### src/rtl/tmds_channel_decoder.sv
// TMDS single-channel receiver: finds the 10-bit symbol boundary by hunting for
// runs of control tokens, then decodes control and video symbols at that offset.
module tmds_channel_decoder #(
  parameter int CTRL_RUN     = 12,
  parameter int SEARCH_DWELL = 2048,
  parameter int LOCK_TIMEOUT = 4096
) (
  input  logic       clk_pixel,
  input  logic       rst_n,
  input  logic [9:0] tmds_in,
  output logic       locked,
  output logic [3:0] offset,
  output logic       lock_lost,
  output logic       de,
  output logic [1:0] ctrl,
  output logic [7:0] data
);

  localparam int RUN_W   = $clog2(CTRL_RUN + 1);
  localparam int DWELL_W = $clog2(SEARCH_DWELL);
  localparam int TO_W    = $clog2(LOCK_TIMEOUT);

  typedef enum logic {SEARCH, LOCKED} state_e;

  // Returns {hit, C1, C0}.
  function automatic logic [2:0] token_lookup(input logic [9:0] s);
    logic [2:0] r;
    case (s)
      10'h354: r = 3'b100;
      10'h0AB: r = 3'b101;
      10'h154: r = 3'b110;
      10'h2AB: r = 3'b111;
      default: r = 3'b000;
    endcase
    return r;
  endfunction

  function automatic logic [7:0] video_decode(input logic [9:0] s);
    logic [7:0] q;
    logic [7:0] d;
    q    = s[9] ? ~s[7:0] : s[7:0];
    d[0] = q[0];
    for (int i = 1; i < 8; i++) begin
      d[i] = s[8] ? (q[i] ^ q[i-1]) : ~(q[i] ^ q[i-1]);
    end
    return d;
  endfunction

  logic [9:0]         cur_q, cur_d, prev_q, prev_d;
  state_e             state_q, state_d;
  logic [3:0]         offset_q, offset_d, offset_inc;
  logic [RUN_W-1:0]   run_q, run_d;
  logic [DWELL_W-1:0] dwell_q, dwell_d;
  logic [TO_W-1:0]    timeout_q, timeout_d;
  logic               locked_q, locked_d, lock_lost_q, lock_lost_d;
  logic               de_q, de_d;
  logic [1:0]         ctrl_q, ctrl_d;
  logic [7:0]         data_q, data_d;
  logic [19:0]        window;
  logic [9:0]         sym;
  logic [2:0]         tok;
  logic               run_full;

  always_comb begin
    cur_d       = tmds_in;
    prev_d      = cur_q;
    state_d     = state_q;
    offset_d    = offset_q;
    dwell_d     = dwell_q;
    timeout_d   = timeout_q;
    lock_lost_d = 1'b0;
    de_d        = 1'b0;
    ctrl_d      = 2'b00;
    data_d      = 8'h00;

    // Stage 1 boundary: symbol selection from the two most recent words
    window     = {cur_q, prev_q};
    sym        = 10'(window >> offset_q);
    tok        = token_lookup(sym);
    offset_inc = (offset_q == 4'd9) ? 4'd0 : offset_q + 4'd1;

    if (!tok[2]) begin
      run_d = '0;
    end else if (run_q == RUN_W'(CTRL_RUN)) begin
      run_d = run_q;
    end else begin
      run_d = run_q + 1'b1;
    end
    run_full = (run_d == RUN_W'(CTRL_RUN));

    unique case (state_q)
      SEARCH: begin
        // A completed run beats dwell expiry so the offset that just matched is kept.
        if (run_full) begin
          state_d   = LOCKED;
          dwell_d   = '0;
          timeout_d = '0;
        end else if (dwell_q == DWELL_W'(SEARCH_DWELL - 1)) begin
          offset_d = offset_inc;
          dwell_d  = '0;
          run_d    = '0;
        end else begin
          dwell_d = dwell_q + 1'b1;
        end
      end
      LOCKED: begin
        if (run_full) begin
          timeout_d = '0;
        end else if (timeout_q == TO_W'(LOCK_TIMEOUT - 1)) begin
          state_d     = SEARCH;
          offset_d    = offset_inc;
          run_d       = '0;
          dwell_d     = '0;
          timeout_d   = '0;
          lock_lost_d = 1'b1;
        end else begin
          timeout_d = timeout_q + 1'b1;
        end
      end
    endcase

    locked_d = (state_d == LOCKED);
    if (state_d == LOCKED) begin
      if (tok[2]) begin
        ctrl_d = tok[1:0];
      end else begin
        de_d   = 1'b1;
        ctrl_d = ctrl_q;
        data_d = video_decode(sym);
      end
    end
  end

  // Stage 2 boundary: registered control state and decoded outputs
  always_ff @(posedge clk_pixel) begin
    if (!rst_n) begin
      cur_q       <= '0;
      prev_q      <= '0;
      state_q     <= SEARCH;
      offset_q    <= '0;
      run_q       <= '0;
      dwell_q     <= '0;
      timeout_q   <= '0;
      locked_q    <= 1'b0;
      lock_lost_q <= 1'b0;
      de_q        <= 1'b0;
      ctrl_q      <= 2'b00;
      data_q      <= 8'h00;
    end else begin
      cur_q       <= cur_d;
      prev_q      <= prev_d;
      state_q     <= state_d;
      offset_q    <= offset_d;
      run_q       <= run_d;
      dwell_q     <= dwell_d;
      timeout_q   <= timeout_d;
      locked_q    <= locked_d;
      lock_lost_q <= lock_lost_d;
      de_q        <= de_d;
      ctrl_q      <= ctrl_d;
      data_q      <= data_d;
    end
  end

  assign locked    = locked_q;
  assign offset    = offset_q;
  assign lock_lost = lock_lost_q;
  assign de        = de_q;
  assign ctrl      = ctrl_q;
  assign data      = data_q;

endmodule

### config.mk
export PLATFORM = sky130hd
export DESIGN_NAME = tmds_channel_decoder
export DESIGN_NICKNAME = d
export VERILOG_FILES = /design/src/rtl/tmds_channel_decoder.sv
export SDC_FILE = /design/constraint.sdc
export NUM_CORES = 1
export LEC_CHECK = 0
export BUFFER_PORTS_ARGS = -buffer_cell sky130_fd_sc_hd__buf_2
export CORE_MARGIN = 3
export CORE_UTILIZATION = 64
export CTS_BUF_LIST = sky130_fd_sc_hd__clkbuf_16
export CTS_CLUSTER_DIAMETER = 60
export DETAILED_ROUTE_END_ITERATION = 12
export GPL_ROUTABILITY_DRIVEN = 0
export PLACE_DENSITY = 0.94
export SYNTH_ARGS = -nofsm -noshare
export SYNTH_HDL_FRONTEND = slang
export SYNTH_SLANG_ARGS = --single-unit
### constraint.sdc
create_clock -name clk_pixel -period 7.5 [get_ports clk_pixel]
set_input_delay 0.75 -clock clk_pixel [delete_from_list [all_inputs] [get_ports clk_pixel]]
set_output_delay 0.75 -clock clk_pixel [all_outputs]
set_load 0.03 [all_outputs]
==> summary by stage, run 1 <==
Run status
The flow ran to the end, and the final reports show no timing, DRC or antenna violations.

Worst setup path
By startpoint and endpoint, the worst setup path is classified as flop to flop. Data on the critical path arrives at its endpoint at 4.54 ns. The worst endpoint required time is 7.70 ns.

The setup slack of the worst register-to-register path is 3.16 ns. Along the worst path, the maximum fanout reaches 26. The sort of element at the start of the critical path is a flop.

The depth of the worst register-to-register path is 10. STA classifies the critical path endpoint as a flop.

Logic synthesis
The async set or reset register ratio after synthesis is 0. Of the post-synthesis cell area, the dominant cell type holds 0.364. For this run, the register share of the synthesized area comes to 0.364.

Synthesis produced a netlist whose cell count is 376. The most used flip-flop cell after synthesis is sky130_fd_sc_hd__dfxtp_1. The synthesized design contains 64 register bits. The number of flops mapped to enable cells by yosys is 0.

The cell type with the highest aggregate area in the netlist is sky130_fd_sc_hd__dfxtp_1. A synthesized cell averages roughly 9.4 µm². Yosys attributes the largest share of cell area to sky130_fd_sc_hd__dfxtp_1, sky130_fd_sc_hd__mux4_2, sky130_fd_sc_hd__ha_1.

The cell area after technology mapping is 3520 µm². Counting instances in the post-synthesis netlist gives the leading cell types as sky130_fd_sc_hd__dfxtp_1, sky130_fd_sc_hd__nand2_1, sky130_fd_sc_hd__nor2_1. The post-synthesis net count is 400.

The number of different library cells used by synthesis comes to about 60. The most frequently used cell type in the post-synthesis netlist is sky130_fd_sc_hd__dfxtp_1. The count of warnings emitted by yosys is 0.

Timing
The final count of pins violating max slew is 0. The minimum period implied by the final worst setup slack is around 4.3 ns. The maximum clock skew at final layout is around 0.0075 ns. The tightest slew margin relative to the limit is 0.275. The maximum operating frequency is 0.230 GHz. The count of endpoints failing hold in the final timing report came to 0. Setup repair after global routing left no endpoint under its margin. The worst-margin pin slew is 1.09 ns. The number of endpoints failing setup at the final stage is 0. After routing, the total negative slack on setup checks comes to 0 ns. The portion of the clock cycle consumed by the worst path in the final layout is 0.579.

Finish
The count of antenna diodes in the layout is 0. The layout has 338 filler cells. Of the cells placed in the final design, the portion with a size suffix greater than 1 is 0.167. The multi-input logic area is between 2000 and 2500 µm². The footprint of the flip-flops and latches is approximately 1300 µm².

The final cell count without fillers is 472. For this run, the share of the core covered by cells in the final layout is 0.754. The final net count is 421.

The finished cells cover 3920 µm². Compared with the post-synthesis result, the final layout area differs by 11.3%.

Route
The count of nets left with antenna violations once routing finished came out at 0. The overall routed net length is 7.53 mm. The DRC violation count after routing is 0. Dividing the detail-routed wire length by the instance count gives around 16 µm. The DRC marker count from the first detailed-route iteration is 250.

For this run, the detailed router's first-pass iteration total came to 5. The routed layout has 2,913 vias. The vias per cell is 6.17.

Hold path
The worst hold path belongs to the class flop to flop. The instance count along the most critical hold path is 2.

Clock tree
The H-tree depth is 3. The number of buffers created by CTS is 9. The clock-pin transition on the worst setup and hold timing paths is 0.05 ns. In this run, post-CTS hold repair placed 0 buffers. The setup fix buffers added after clock tree synthesis is 0. TritonCTS built the clock tree. The clock tree buffer depth is 2. The tree is rooted in a sky130_fd_sc_hd__clkbuf_16.

At the later pin of the worst-skew pair, clock insertion delay measures 0.32 ns. The number of gates resized after CTS was 0. The sink count of the clock tree is 64.

Place
In this run, placement finished with an instance count of about 460. The cell area after placement is 3640 µm². The post-detailed-placement half-perimeter wirelength is 5.02 mm. The count of buffers added on input and output ports is 28.

Power and ir drop
Dividing total power by cell area gives a power density of 199 nW/µm². The maximum vdd ir drop is 0.148 mV. The analysis attributes to cell leakage a power of 1.57 nW.

Global routing
The number of global-route vias before repair was 2,812. The total congestion overflow is 0. The total global-route track usage is 0.259. The initial antenna violation count is 0. The first global-routing pass estimated 13.0 mm of wire. Entering global routing, the biggest net connects 34 pins.

Floorplan
The die is 80.2 µm tall. The placeable core area is around 5200 µm². The width of the die is 80.2 µm.

The floorplan row count is 26. The initial utilization of the core area, before any placement, comes to 0.677. 29 I/O pins were placed. The die covers 6430 µm².

Job
The number of max-cap violations is 0.
metrics by stage:
| step | hold WS, ns | power (mW) | setup slack, ns |
|---|---|---|---|
| after floorplan | 0.447 | 0.387 | 4.19 |
| after global placement | 0.458 | 0.395 | 3.45 |
| after detailed placement | 0.470 | 0.397 | 3.26 |
| after CTS | 0.490 | 0.782 | 3.19 |
| after global routing | 0.508 | 0.807 | 2.76 |
| final | 0.489 | 0.780 | 3.16 |
area by class of cell:
type / instances / share of cell area
Clock buffer: 9 / 0.0574
Clock inverter: 7 / 0.0140
Inverter: 14 / 0.0134
Multi-Input combinational cell: 279 / 0.529
Sequential cell: 64 / 0.327
Tap cell: 70 / 0.0223
Timing Repair Buffer: 29 / 0.0376
layer usage:
metal	vias to the layer above	wire length (µm)	track usage
li1	1395	-	-
met1	1350	3260	0.336
met2	140	3500	0.406
met3	28	523	0.0561
met4	0	241	0.128
met5	-	0	0
worst paths after layout:
check             startpoint         end
setup / recovery   offset[1]  dwell_q[9]
setup reg to reg   offset[1]  dwell_q[9]
hold / removal       ctrl[1]     ctrl[1]
hold reg to reg      ctrl[1]     ctrl[1]
worst max-delay path, stage by stage, from the launching register on:
cell and delay, ns:
sky130_fd_sc_hd__dfxtp_1 1.04, sky130_fd_sc_hd__mux2i_1 0.26, sky130_fd_sc_hd__mux4_2 0.59, sky130_fd_sc_hd__mux2i_1 0.32, sky130_fd_sc_hd__ha_1 0.21, sky130_fd_sc_hd__and4_1 0.22
sky130_fd_sc_hd__nand2_1 0.07, sky130_fd_sc_hd__o21a_1 0.24, sky130_fd_sc_hd__o221ai_2 0.68, sky130_fd_sc_hd__nor3b_1 0.25, sky130_fd_sc_hd__a221o_1 0.36
flip-flops by register name (all words and copies together) (netlist names):
register / flops
ctrl: 2
cur_q: 10
data: 8
de: 1
dwell_q: 11
lock_lost: 1
locked: 1
offset: 4
prev_q: 10
run_q: 4
timeout_q: 12
report_power, final:
| part | internal (mW) | leakage, nW | switching, mW |
|---|---|---|---|
| clock network | 0.251 | 0.147 | 0.138 |
| logic | 0.0191 | 0.898 | 0.0187 |
| registers | 0.347 | 0.520 | 0.00682 |
cells by family (layout without fill, tap and decap cells):
group | after synthesis | in the layout | synth area share
xor gates and xnor gates | 21 | 21 | 0.0522
adders and majority gates | 12 | 12 | 0.0426
buffers and inverters | 33 | 59 | 0.0483
and+or+nand+nor | 156 | 156 | 0.229
muxes | 35 | 35 | 0.149
AOI/OAI and AO/OA | 55 | 55 | 0.115
DFF | 64 | 64 | 0.364
cells in the final DEF (no fill, tap or decap), drive strengths merged, types with 4 or more instances in the layout:
master,count
dfxtp,64
and2,22
nor4b,4
nor3,8
mux2i,15
inv,15
nor4,5
nor2b,4
clkinv,5
xnor2,12
mux2,7
xor2,9
mux4,13
a21o,7
clkbuf,9
nor3b,4
nor2,34
nand2,37
and3,4
nand3,12
nand4,9
a21oi,12
ha,12
buf,29
o21ai,10
Power figures use the tool's default switching activity.
==> inputs of run 2 (changes only) <==
- ABC_AREA: unset -> 1
- CORE_UTILIZATION: 64 -> 60
- PLACE_DENSITY: 0.94 -> 0.9
- clock period: 7.5 -> 4.1 ns (I/O delays scaled with it)
==> summary by stage, run 2 <==
Logic synthesis
After synthesis, the mean cell area works out to slightly below 7 µm². The count of warnings emitted by yosys is 0. Among all flip-flop cells after synthesis, the most frequent one is sky130_fd_sc_hd__dfxtp_1. Of all flip-flops after synthesis, the portion carrying an async set or reset was 0.

The netlist uses just over 40 different library cells. Counting flops with a built-in enable in the synthesized netlist gives 0. In the synthesized netlist, the cells that appear most often are sky130_fd_sc_hd__nand2_1, sky130_fd_sc_hd__inv_1, sky130_fd_sc_hd__dfxtp_1.

The area share of the largest cell type after synthesis is 0.344. The number of register bits inferred by synthesis is 64. The most common cell in the synthesized netlist is sky130_fd_sc_hd__nand2_1. By area the synthesized netlist is led by sky130_fd_sc_hd__dfxtp_1, sky130_fd_sc_hd__nand2_1, sky130_fd_sc_hd__nand3_1. Summing every instance area after synthesis gives 3730 µm². Synthesis produced a netlist with a net count of 577.

The cell type with the highest aggregate area in the netlist is sky130_fd_sc_hd__dfxtp_1. Of the synthesized area, sequential elements account for 0.344. Synthesis produced a netlist whose cell count is 553.

Global routing
For this run, the total global-route usage over all layers was measured as 0.238. The first global-routing pass estimated 14.1 mm of wire. Summed over all layers, the global routing overflow is 0. The initial antenna violation count was 0.

The number of global-route vias before repair is 3,294. The pin count of the biggest net entering global routing is 29.

Finish
The net count of the finished layout is 598. The final cell count without fillers is 654. Leaving out fill and tap cells, the most frequent cells in the layout are sky130_fd_sc_hd__nand2_1, sky130_fd_sc_hd__inv_1, sky130_fd_sc_hd__dfxtp_1, sky130_fd_sc_hd__nand3_1, sky130_fd_sc_hd__nor2_1. The multi-input combinational cells in the finished layout cover a total of 2020 µm².

Relative to the synthesized area, the layout overhead comes to 11.5%. The number of fillers in the final layout is 478. The count of antenna diodes in the layout is 0.

Summing all flip-flop and latch instances after layout gives 1280 µm². The library cell used most frequently in the layout, excluding fill and tap cells, is sky130_fd_sc_hd__nand2_1. The largest registers in the layout are timeout_q (12), dwell_q (11).

The largest register by flop count is timeout_q. In the final layout, the share of cells above drive strength 1 is 0.140. The register with the most flip-flops in the layout has 12 of them.

Floorplan
The die covers 7200 µm². The placeable core area is around 6000 µm². The floorplan has 28 rows. The die is between 80 and 90 µm wide.

The die extent in y is 84.8 µm. The I/O pin count is 29. For this configuration, the core starts out at a cell density of 0.626.

Place
The instance count after placement with tap cells included is 638. The post-detailed-placement half-perimeter wirelength is approximately 5.6 mm. The number of buffers added on ports is 28.

Timing
The maximum clock skew at final layout is 0.00613 ns. The setup TNS is 0 ns. The final count of pins violating max slew is 0. After layout, the minimum clock period comes to 3.37 ns. Based on the critical path, the design can be clocked at up to approximately 0.30 GHz. The worst pin sits at a relative slew slack of 0.489.

The count of endpoints failing hold in the final timing report was 0. For the pin with the worst max-slew slack, the measured transition is between 0.7 and 0.8 ns. The number of endpoints failing setup at the final stage is 0. Setup repair after global routing left no endpoint under its margin.

The portion of the clock cycle consumed by the worst path in the final layout is 0.821.

Hold path
The end of the worst hold path is cur_q[6]. The class of the most critical hold timing path is input pin to flop. The start point of the worst min-delay path is tmds_in[6]. The worst hold path passes through 3 cells.

Worst setup path
The number of buffers and inverters on the critical path is 4. The delay of the slowest cell on the worst path is around 0.72 ns. The signal on the critical path passes through inv_1 -> nand3_1 -> nand3_1 -> nand2_2 -> inv_1 -> o21a_1 -> inv_1 -> ha_1 -> nand4_1 -> inv_1 -> nand3_2 -> nand2_4 -> nand3_4 -> nand2_2 -> nand3_1 -> a21oi_1. The slowest stage of the critical path belongs to the cell sky130_fd_sc_hd__dfxtp_1. Data on the critical path is required at its endpoint by 4.35 ns.

The depth of the worst register-to-register path is 16. Counting buffers and inverters, the worst setup path is 16 cells deep. The largest delay contributor family on the critical path is simple AND/OR/NAND/NOR gates. The setup path with the least slack is of type flop to flop.

The setup slack of the worst register-to-register path is around 0.73 ns. STA classifies the critical path startpoint as a flop. The sort of element at the end of the critical path is a flop.

In this run the worst path has a maximum fanout of 23. The most used cell along the critical path is sky130_fd_sc_hd__inv_1. The worst register-to-register path begins at offset[1]. The endpoint of the lowest-slack register-to-register path is dwell_q[3]. STA puts the critical path data arrival time at 3.62 ns.

Clock tree
The master cell of the clock root buffer is sky130_fd_sc_hd__clkbuf_16. The count of instances resized after the clock tree is built is 0. Buffers inserted during clock tree synthesis total 9.

Buffers added to address setup during post-CTS repair amount to 0. The H-tree depth is 3. The clock tree buffer depth is 2. For the worst-skew pair, the clock arrives at the later sink with an insertion delay of 0.33 ns. The number of buffers inserted for hold repair after clock tree synthesis is 0. The sink count of the clock tree is 64. TritonCTS built the clock tree.

The clock-pin transition on the worst setup and hold timing paths is ~0.060 ns.

Job
Across the run, the number of max-cap violations was 0.

Power and ir drop
The maximum vdd ir drop is just under 0.4 mV. The leakage power is 2.06 nW. Power spread over the standard cell area amounts to between 300 and 400 nW/µm².

Route
In the final routed layout, each cell accounts on average for 12.0 µm. The overall routed net length is slightly below 8 mm. The number of nets with antenna violations after routing is 0. The number of detailed-route iterations in the first pass is 5. The number of vias after detailed routing is 3,425.

The vias per cell is 5.24. The DRC marker count from the first detailed-route iteration is 251. In the routed design, unresolved DRC markers number 0.

Run status
The flow ran to the end, and the final reports show no timing, DRC or antenna violations.
## run 2: worst reg2reg max path: stages, from the launching register on
cell	delay [ns]
sky130_fd_sc_hd__dfxtp_1	0.72
sky130_fd_sc_hd__inv_1	0.48
sky130_fd_sc_hd__nand3_1	0.24
sky130_fd_sc_hd__nand3_1	0.11
sky130_fd_sc_hd__nand2_2	0.13
sky130_fd_sc_hd__inv_1	0.05
sky130_fd_sc_hd__o21a_1	0.20
sky130_fd_sc_hd__inv_1	0.07
sky130_fd_sc_hd__ha_1	0.15
sky130_fd_sc_hd__nand4_1	0.10
sky130_fd_sc_hd__inv_1	0.08
sky130_fd_sc_hd__nand3_2	0.12
sky130_fd_sc_hd__nand2_4	0.14
sky130_fd_sc_hd__nand3_4	0.21
sky130_fd_sc_hd__nand2_2	0.23
sky130_fd_sc_hd__nand3_1	0.10
sky130_fd_sc_hd__a21oi_1	0.17
## run 2: stage by stage
step,area (µm²),power [mW],hold slack [ns],util,setup WS (ns)
after floorplan,3730,0.714,0.420,-,1.45
after global placement,3870,0.731,0.427,0.650,0.979
after global routing,4160,1.51,0.266,0.698,0.287
after detailed placement,3870,0.733,0.430,0.650,0.833
final,4160,1.46,0.260,0.698,0.735
after CTS,4160,1.47,0.254,0.698,0.771
## run 2: per-layer routing
metal  vias up  GRT usage  wire, µm
met2       115      0.381      3630
met5         -          0         0
li1       1779          -         -
met1      1515      0.303      3610
met3        16     0.0583       487
met4         0      0.112       153
## run 2: area by class of cell
class | count | share of cell area
clock buffers | 9 | 0.0542
well taps | 75 | 0.0226
clock inverters | 7 | 0.0153
flip-flops and latches | 64 | 0.308
inverters | 86 | 0.0785
multi-input cells | 384 | 0.486
repair buffers | 29 | 0.0355
## run 2: logic make-up after synthesis
group | synth area share
AND/OR/NAND/NOR | 0.369
buffers and inverters | 0.114
multiplexers | 0.00268
AO/OA/AOI/OAI | 0.0832
adder cells (fa/ha/maj) | 0.0403
flip-flops | 0.344
XOR/XNOR | 0.0470
## run 2: report_power, final
part | internal (mW) | total, mW | leakage [nW] | switching (mW)
sequential | 0.634 | 0.643 | 0.520 | 0.00885
clock | 0.464 | 0.738 | 0.142 | 0.273
combinational | 0.0296 | 0.0793 | 1.39 | 0.0497
total | 1.13 | 1.46 | 2.06 | 0.332
## run 2: worst max-delay path by stage
stage	startpoint	end	slack, ns
6_report	offset[1]	dwell_q[3]	0.73
5_1_grt	offset[1]	data[2]	0.29
4_1_cts	offset[1]	data[2]	0.77
3_5_place_dp	offset[1]	data[1]	0.83
3_3_place_gp	offset[1]	data[5]	0.98
2_1_floorplan	offset[0]	data[0]	1.45
